--- src/rtl/branch_target_buffer.sv ---
// Direct-mapped branch target buffer with 2-bit saturating direction counters.
// Lookup is purely combinational from fetch_pc; training comes from the execute
// stage on the rising edge. Optional performance counters are built only when
// the macro BTB_PERF_EN is defined; otherwise perf_hits/perf_allocs read 0.
`timescale 1ns/1ps
module branch_target_buffer #(
    parameter int ENTRIES = 16,
    localparam int IDX_W = $clog2(ENTRIES),
    localparam int TAG_W = 30 - IDX_W
) (
    input  logic        clk,
    input  logic        rst,
    input  logic        fetch_valid,
    input  logic [31:0] fetch_pc,
    output logic        predict_taken,
    output logic [31:0] predicted_pc,
    input  logic        upd_valid,
    input  logic [31:0] upd_pc,
    input  logic        upd_taken,
    input  logic [31:0] upd_target,
    input  logic        flush,
    output logic [31:0] perf_hits,
    output logic [31:0] perf_allocs
);

    logic             valid_q  [ENTRIES];
    logic [TAG_W-1:0] tag_q    [ENTRIES];
    logic [31:0]      target_q [ENTRIES];
    logic [1:0]       ctr_q    [ENTRIES];

    // Saturating 2-bit direction counter step: toward 11 on taken, toward 00 otherwise.
    function automatic logic [1:0] ctr_sat_step(input logic [1:0] ctr, input logic taken);
        if (taken) begin
            return (ctr == 2'b11) ? ctr : ctr + 2'd1;
        end
        return (ctr == 2'b00) ? ctr : ctr - 2'd1;
    endfunction

    logic [IDX_W-1:0] fetch_idx;
    logic [TAG_W-1:0] fetch_tag;
    logic             fetch_hit;
    logic [IDX_W-1:0] upd_idx;
    logic [TAG_W-1:0] upd_tag;
    logic             upd_match;
    logic             alloc;

    assign fetch_idx = fetch_pc[IDX_W+1:2];
    assign fetch_tag = fetch_pc[31:IDX_W+2];
    assign upd_idx   = upd_pc[IDX_W+1:2];
    assign upd_tag   = upd_pc[31:IDX_W+2];

    // Lookup sees pre-edge state only; a same-cycle update is not bypassed.
    assign fetch_hit     = valid_q[fetch_idx] && (tag_q[fetch_idx] == fetch_tag);
    assign predict_taken = fetch_hit && ctr_q[fetch_idx][1];
    assign predicted_pc  = predict_taken ? target_q[fetch_idx] : fetch_pc + 32'd4;

    assign upd_match = valid_q[upd_idx] && (tag_q[upd_idx] == upd_tag);
    assign alloc     = upd_valid && !flush && !upd_match && upd_taken;

    // Entry state: reset clears everything, flush drops valid bits and wins over training.
    always_ff @(posedge clk or negedge rst) begin
        if (!rst) begin
            for (int i = 0; i < ENTRIES; i++) begin
                valid_q[i]  <= 1'b0;
                tag_q[i]    <= '0;
                target_q[i] <= '0;
                ctr_q[i]    <= 2'b01;
            end
        end else if (flush) begin
            for (int i = 0; i < ENTRIES; i++) begin
                valid_q[i] <= 1'b0;
            end
        end else if (upd_valid) begin
            if (upd_match) begin
                ctr_q[upd_idx] <= ctr_sat_step(ctr_q[upd_idx], upd_taken);
                if (upd_taken) begin
                    target_q[upd_idx] <= upd_target;
                end
            end else if (upd_taken) begin
                valid_q[upd_idx]  <= 1'b1;
                tag_q[upd_idx]    <= upd_tag;
                target_q[upd_idx] <= upd_target;
                ctr_q[upd_idx]    <= 2'b10;
            end
        end
    end

`ifdef BTB_PERF_EN
    logic [31:0] perf_hits_q;
    logic [31:0] perf_allocs_q;

    // Free-running wrap-around event counters; flush does not clear them.
    always_ff @(posedge clk or negedge rst) begin
        if (!rst) begin
            perf_hits_q   <= '0;
            perf_allocs_q <= '0;
        end else begin
            if (fetch_valid && fetch_hit) begin
                perf_hits_q <= perf_hits_q + 32'd1;
            end
            if (alloc) begin
                perf_allocs_q <= perf_allocs_q + 32'd1;
            end
        end
    end

    assign perf_hits   = perf_hits_q;
    assign perf_allocs = perf_allocs_q;

    logic unused_sink;
    assign unused_sink = ^upd_pc[1:0];
`else
    assign perf_hits   = '0;
    assign perf_allocs = '0;

    logic unused_sink;
    assign unused_sink = ^{fetch_valid, alloc, upd_pc[1:0]};
`endif

endmodule

--- config.mk ---
export PLATFORM = sky130hd
export DESIGN_NAME = branch_target_buffer
export DESIGN_NICKNAME = d
export VERILOG_FILES = /design/src/rtl/branch_target_buffer.sv
export SDC_FILE = /design/constraint.sdc
export NUM_CORES = 2
export LEC_CHECK = 0
export ABC_CLOCK_PERIOD_IN_PS = 9000
export CORE_ASPECT_RATIO = 0.8
export CORE_MARGIN = 1
export CORE_UTILIZATION = 45
export CTS_CLUSTER_DIAMETER = 120
export CTS_CLUSTER_SIZE = 40
export DETAILED_ROUTE_END_ITERATION = 10
export GPL_TIMING_DRIVEN = 0
export HOLD_SLACK_MARGIN = 0.06
export PLACE_DENSITY_LB_ADDON = 0.08
export SLEW_MARGIN = 5
export SYNTH_ARGS = -nofsm -noshare
export SYNTH_HDL_FRONTEND = slang
export SYNTH_SLANG_ARGS = --single-unit
--- constraint.sdc ---
create_clock -name clk -period 9 [get_ports clk]
set_input_delay 1.8 -clock clk [delete_from_list [all_inputs] [get_ports clk]]
set_output_delay 1.8 -clock clk [all_outputs]
set_load 0.03 [all_outputs]
## Yosys cells after proc, flatten, opt, wreduce, memory -nomap -nowiden

Cells that the tools add are included.

| storage, ports and cells | value |
|---|---|
| word-level logic and storage cells | 144 |
| bits of input ports | 102 |
| output and inout port bits | 97 |
| bits in registers | 976 |

| cells by class | value |
|---|---|
| equal/unequal tests | 4 |
| $add $sub $neg | 3 |
| reductions and logical operators | 12 |
| multiplexer cells | 50 |
| bitwise gates (word level) | 8 |
| $lt $le $gt $ge | 3 |

Operators by type and width:

| cell | count |
|---|---|
| bitwise mux 512 bit | 1 |
| bitwise mux 416 bit | 1 |
| binary-select mux 26 bit (select 4 bit) | 2 |
| 2-to-1 mux 32 bit | 6 |
| 2-to-1 mux 26 bit | 5 |
| binary-select mux 32 bit (select 4 bit) | 1 |
| demux 32 bit (select 4 bit) | 1 |
| demux 26 bit (select 4 bit) | 1 |
| 2-to-1 mux 16 bit | 4 |
| equality test 26 bit | 2 |
| adder 32 x 3 -> 32 bit, second input constant | 1 |
| bitwise mux 32 bit | 1 |
| bitwise OR 16 bit | 2 |
| 2-to-1 mux 2 bit | 12 |
| AND 16 bit | 1 |
| binary-select mux 2 bit (select 4 bit) | 2 |
| inverter 16 bit | 1 |
| >= comparator 5 bit, second input constant | 2 |
| inverter 4 -> 5 bit | 2 |
| 2-to-1 mux 1 bit | 9 |
| AND reduction 3 bit | 3 |
| binary-select mux 1 bit (select 4 bit) | 2 |
| demux 2 bit (select 4 bit) | 1 |
| nonzero test 2 bit | 3 |
| 10 further kinds | 14 |

## Logic depth before layout (Yosys ltp)

| depth | value |
|---|---|
| depth after elaboration | 15 |
| mapped depth | 18 |
| mapped depth without buffers | 9 |

## Worst setup path after synthesis

No wires, ideal clock.

| timing path | value |
|---|---|
| path kind | input to output |
| start point | in fetch_pc[2] |
| end point | out predicted_pc[2] |
| slack | 1.975 ns |
| stages | 12 |
| path buffers | 5 |
| required time | 7.200 ns |
| data arrival time | 5.225 ns |
| path through | clkbuf_1 > buf_2 > buf_2 > buf_2 > mux4_2 > a211oi_1 > a21oi_1 > xnor2_1 > nand4_1 > nor4_2 > buf_2 > mux2i_1 |

| on the way | value |
|---|---|
| word-level cells in the longest chain between the ends | 8 |
| elaborated cells between the ends (all ways) | 18 |
| classes of those cells | add/sub: 1; eq/ne: 1; mux: 13; bitwise: 1; reduce/logical: 2 |

RTL lines:

| what | RTL line | text |
|---|---|---|
| start, declared | 14 | `input logic [31:0] fetch_pc,` |
| inverter 4 -> 5 bit (not written as such) | 53, 54, 55 |  |
| binary-select mux 26 bit (select 4 bit) | 53 | `assign fetch_hit = valid_q[fetch_idx] && (tag_q[fetch_idx] == fetch_tag);` |
| 2-to-1 mux 26 bit (not written as such) (2 in series) | 53 |  |
| equality test 26 bit | 53 |  |
| logical AND 1 bit | 53 |  |
| logical AND 1 bit | 54 | `assign predict_taken = fetch_hit && ctr_q[fetch_idx][1];` |
| 2-to-1 mux 32 bit (*) | 55 | `assign predicted_pc = predict_taken ? target_q[fetch_idx] : fetch_pc + 32'd4;` |
| end, declared | 16 | `output logic [31:0] predicted_pc,` |

Every way passes the cells marked *; elsewhere a longest branch is shown, timed or not. The select of a mux whose other input is x is not followed.

## Worst setup path after layout

| timing path | value |
|---|---|
| start point | in fetch_pc[3] |
| end point | out predicted_pc[15] |

The elaborated chain is that of the path after synthesis.

==> run summary <==
Detail Route met2 WL: 75.1 mm
kind of critical path: primary input to primary output
source-to-sink clock delay at the later pin of the worst-skew pair: 720 ps
total die area: 0.115 mm2
first-pass GRT wire length: 259 mm
first-iteration detailed-routing DRC count: 4212
period utilization: 99.9%
Final GP Congestion: 1.00
routed wire length: 184 mm
asr flop ratio synth: 100%
max-slew violation count: 0
actual transition at the worst max-transition pin: 1470 ps
kind of capture point of the worst setup path: primary output
CP startpoint kind: primary input
placeable core area: 0.112 mm2
area growth from synthesis to layout: 9.24%
Static Leakage: 0.0256 uW
via count of the first global-routing pass: 33000
flop and latch count out of synthesis: 976
highest-count cells in the layout ignoring fill and taps: 960 x sky130_fd_sc_hd__dfrtp_1, 760 x sky130_fd_sc_hd__nand2_1, 616 x sky130_fd_sc_hd__mux2_2
HPWL after detailed placement: 129 mm
post-synthesis area per instance: 13.3 um2
post-synthesis instance area: 0.0510 mm2
most common cell after layout, fill and taps aside: sky130_fd_sc_hd__dfrtp_1
post-layout net count: 4153
Die Wd: 378 um
setup repair after global routing missed its margin: yes
overflow left after global routing: 0
post-route minimum period: 8990 ps
placed cell count: 5525
power per cell area: 171 mW/mm2
Port-buffer cells: 114
final hold vios: 0
required time worst endpoint: 7200 ps
highest routed metal layer: met5
number of antenna violations at the first check in global routing: 8
final instance area: 0.0557 mm2
Distinct cells, synth: 70
buffer levels on the longest clock path: 3
non-filler instance count after layout: 5578
count of max-cap constraint violations: 0
maximum number of pins on one net before global-route repair: 162
drt wl/cell: 32.9 um
Hold Path Class: register to register
initial cell density of the core: 45.3%
worst setup path end: predicted_pc[15]
worst reg2reg path endpoint: tag_q[14]
sink count of the clock tree: 976
CTS tree: done
fraction of layout cells with a size suffix above 1: 35.3%
Post-synth top flop: sky130_fd_sc_hd__dfrtp_1
Post-DP Area: 0.0544 mm2
# hold bufs at CTS: 0
number of detailed-routing iterations run before antenna repair: 6
CP Data Arrival Time: 7190 ps
root cell of the clock tree: sky130_fd_sc_hd__clkbuf_16
run status: completed
detail-routed via count per cell: 6.18
Setup TNS: 0 ps
clock transition at the registers of the reported paths: 120 ps
Via Count: 34500
Peak Freq: 0.111 GHz
Overall Global Routing Usage: 32.2%
level count of the clock H-tree: 1
count of standard-cell rows: 110
Layout Skew: 39.2 ps
number of buffers inserted during clock tree synthesis: 30
number of flops mapped to enable cells by yosys: 0
beginning of the critical path: fetch_pc[3]
count of boundary I/O pins: 199
depth of the worst hold-timing path: 2
DRC viols: 0
relative slew slack: 2.28%
die height: 303 um
worst-case vdd ir drop: 173 uV
setup slack on the worst flop-to-flop path: 4370 ps
Synth warnings: 0
Seq/Total Area, Yosys: 47.9%
cells on worst reg2reg path: 11
worst flop-to-flop path startpoint: tag_q[305]
residual antenna-violating net count after detailed routing: 0
number of standard cells after synthesis: 3830
met1 wire length: 83.8 mm
met3 routed WL: 20.9 mm
maximum net fanout on the critical path: 10
final count of negative-setup-slack endpoints: 0
cell type report:
type | instances | area, um2
Fill cell | 9920 | 56800
Multi-Input combinational cell | 2512 | 24700
Sequential cell | 976 | 24400
Buffer | 381 | 2280
Tap cell | 1512 | 1890
Timing Repair Buffer | 125 | 1370
Clock buffer | 39 | 816
Clock inverter | 8 | 129
Inverter | 24 | 90.1
Antenna cell | 1 | 2.50
kinds of logic (layout without fill, tap and decap cells):
kind of cell / count (synthesis) / in the layout / share of synthesized area, %
AOI/OAI and AO/OA: 197 / 197 / 2.79
buffers and inverters: 405 / 577 / 4.26
DFF: 976 / 976 / 47.9
adders and majority gates: 3 / 3 / 0.0638
xor gates and xnor gates: 80 / 80 / 1.37
and+or+nand+nor: 963 / 963 / 8.01
other: 1 / 65 / 0.00736
muxes: 1205 / 1205 / 35.5
timing repair:
item                       in CTS  in global routing
gates resized for setup        87                 18
buffers inserted                3                  2
setup endpoints to repair      33                 32
pin swaps                       1                  0
power by group:
| group | internal (uW) | total (uW) | switching (uW) |
|---|---|---|---|
| Combinational | 1050 | 2080 | 1020 |
| Sequential | 4940 | 5310 | 369 |
| Clock | 676 | 2130 | 1460 |
how the worst min path moves through the flow:
stage	start	end
after floorplan	target_q[160]	target_q[160]
after global placement	target_q[167]	target_q[167]
after detailed placement	target_q[179]	target_q[179]
final	target_q[134]	target_q[134]
after global routing	target_q[327]	target_q[327]
after CTS	target_q[167]	target_q[167]
synth_stat cells, types with 12 or more instances:
cell	count	area, um2
sky130_fd_sc_hd__a211oi_1	26	195
sky130_fd_sc_hd__a21o_1	16	120
sky130_fd_sc_hd__a21oi_1	29	145
sky130_fd_sc_hd__a22oi_1	12	90.1
sky130_fd_sc_hd__a31o_2	15	131
sky130_fd_sc_hd__a31oi_1	16	100
sky130_fd_sc_hd__a41oi_1	14	123
sky130_fd_sc_hd__and3_1	14	87.6
sky130_fd_sc_hd__buf_1	28	105
sky130_fd_sc_hd__buf_2	41	205
sky130_fd_sc_hd__buf_4	88	661
sky130_fd_sc_hd__buf_6	20	225
sky130_fd_sc_hd__clkbuf_1	195	732
sky130_fd_sc_hd__dfrtp_1	960	24000
sky130_fd_sc_hd__dfstp_2	16	420
sky130_fd_sc_hd__inv_1	21	78.8
sky130_fd_sc_hd__mux2_2	616	6940
sky130_fd_sc_hd__mux2_4	133	2000
sky130_fd_sc_hd__mux2i_1	87	871
sky130_fd_sc_hd__mux4_2	363	8180
sky130_fd_sc_hd__nand2_1	760	2850
sky130_fd_sc_hd__nand2b_1	16	100
sky130_fd_sc_hd__nand3_1	32	160
sky130_fd_sc_hd__nand4_1	13	81.3
sky130_fd_sc_hd__nor2_1	41	154
sky130_fd_sc_hd__nor2b_1	24	150
sky130_fd_sc_hd__nor3_1	20	100
sky130_fd_sc_hd__o21ai_0	19	95.1
sky130_fd_sc_hd__xnor2_1	45	394
sky130_fd_sc_hd__xor2_1	35	307
worst max-delay path, cell delays in order:
cell and delay, ps:
sky130_fd_sc_hd__clkdlybuf4s50_1 570, sky130_fd_sc_hd__clkbuf_2 300, sky130_fd_sc_hd__buf_2 380, sky130_fd_sc_hd__clkbuf_4 450, sky130_fd_sc_hd__clkbuf_4 430, sky130_fd_sc_hd__a211oi_1 130
sky130_fd_sc_hd__a21oi_1 530, sky130_fd_sc_hd__xor2_1 130, sky130_fd_sc_hd__nor4_1 310, sky130_fd_sc_hd__nand3_1 300, sky130_fd_sc_hd__nor4_4 240, sky130_fd_sc_hd__buf_4 220
sky130_fd_sc_hd__buf_4 260, sky130_fd_sc_hd__mux2_2 470, sky130_fd_sc_hd__clkdlybuf4s50_1 620
flip-flops by register name, indices dropped and copies added, names as in the netlist:
register,cells
ctr_q,32
valid_q,16
tag_q,416
target_q,512
layer usage:
| layer | GRT usage, % | up-vias |
|---|---|---|
| li1 | - | 14100 |
| met4 | 5.74 | 16 |
| met2 | 44.0 | 1626 |
| met5 | 0 | - |
| met3 | 10.4 | 177 |
| met1 | 49.8 | 18500 |
per-stage QoR:
| stage | setup WS (ps) | power (uW) | hold WS (ps) | util (%) |
|---|---|---|---|---|
| floorplan | 1980 | 6650 | 441 | - |
| detailed placement | -2380 | 7420 | 458 | 48.4 |
| CTS | 32.4 | 9520 | 490 | 49.5 |
| global route | -13.5 | 9880 | 505 | 49.5 |
| global placement | -40500 | 7410 | 453 | 48.2 |
| finish | 9.18 | 9520 | 489 | 49.5 |
Power figures use the tool's default switching activity.
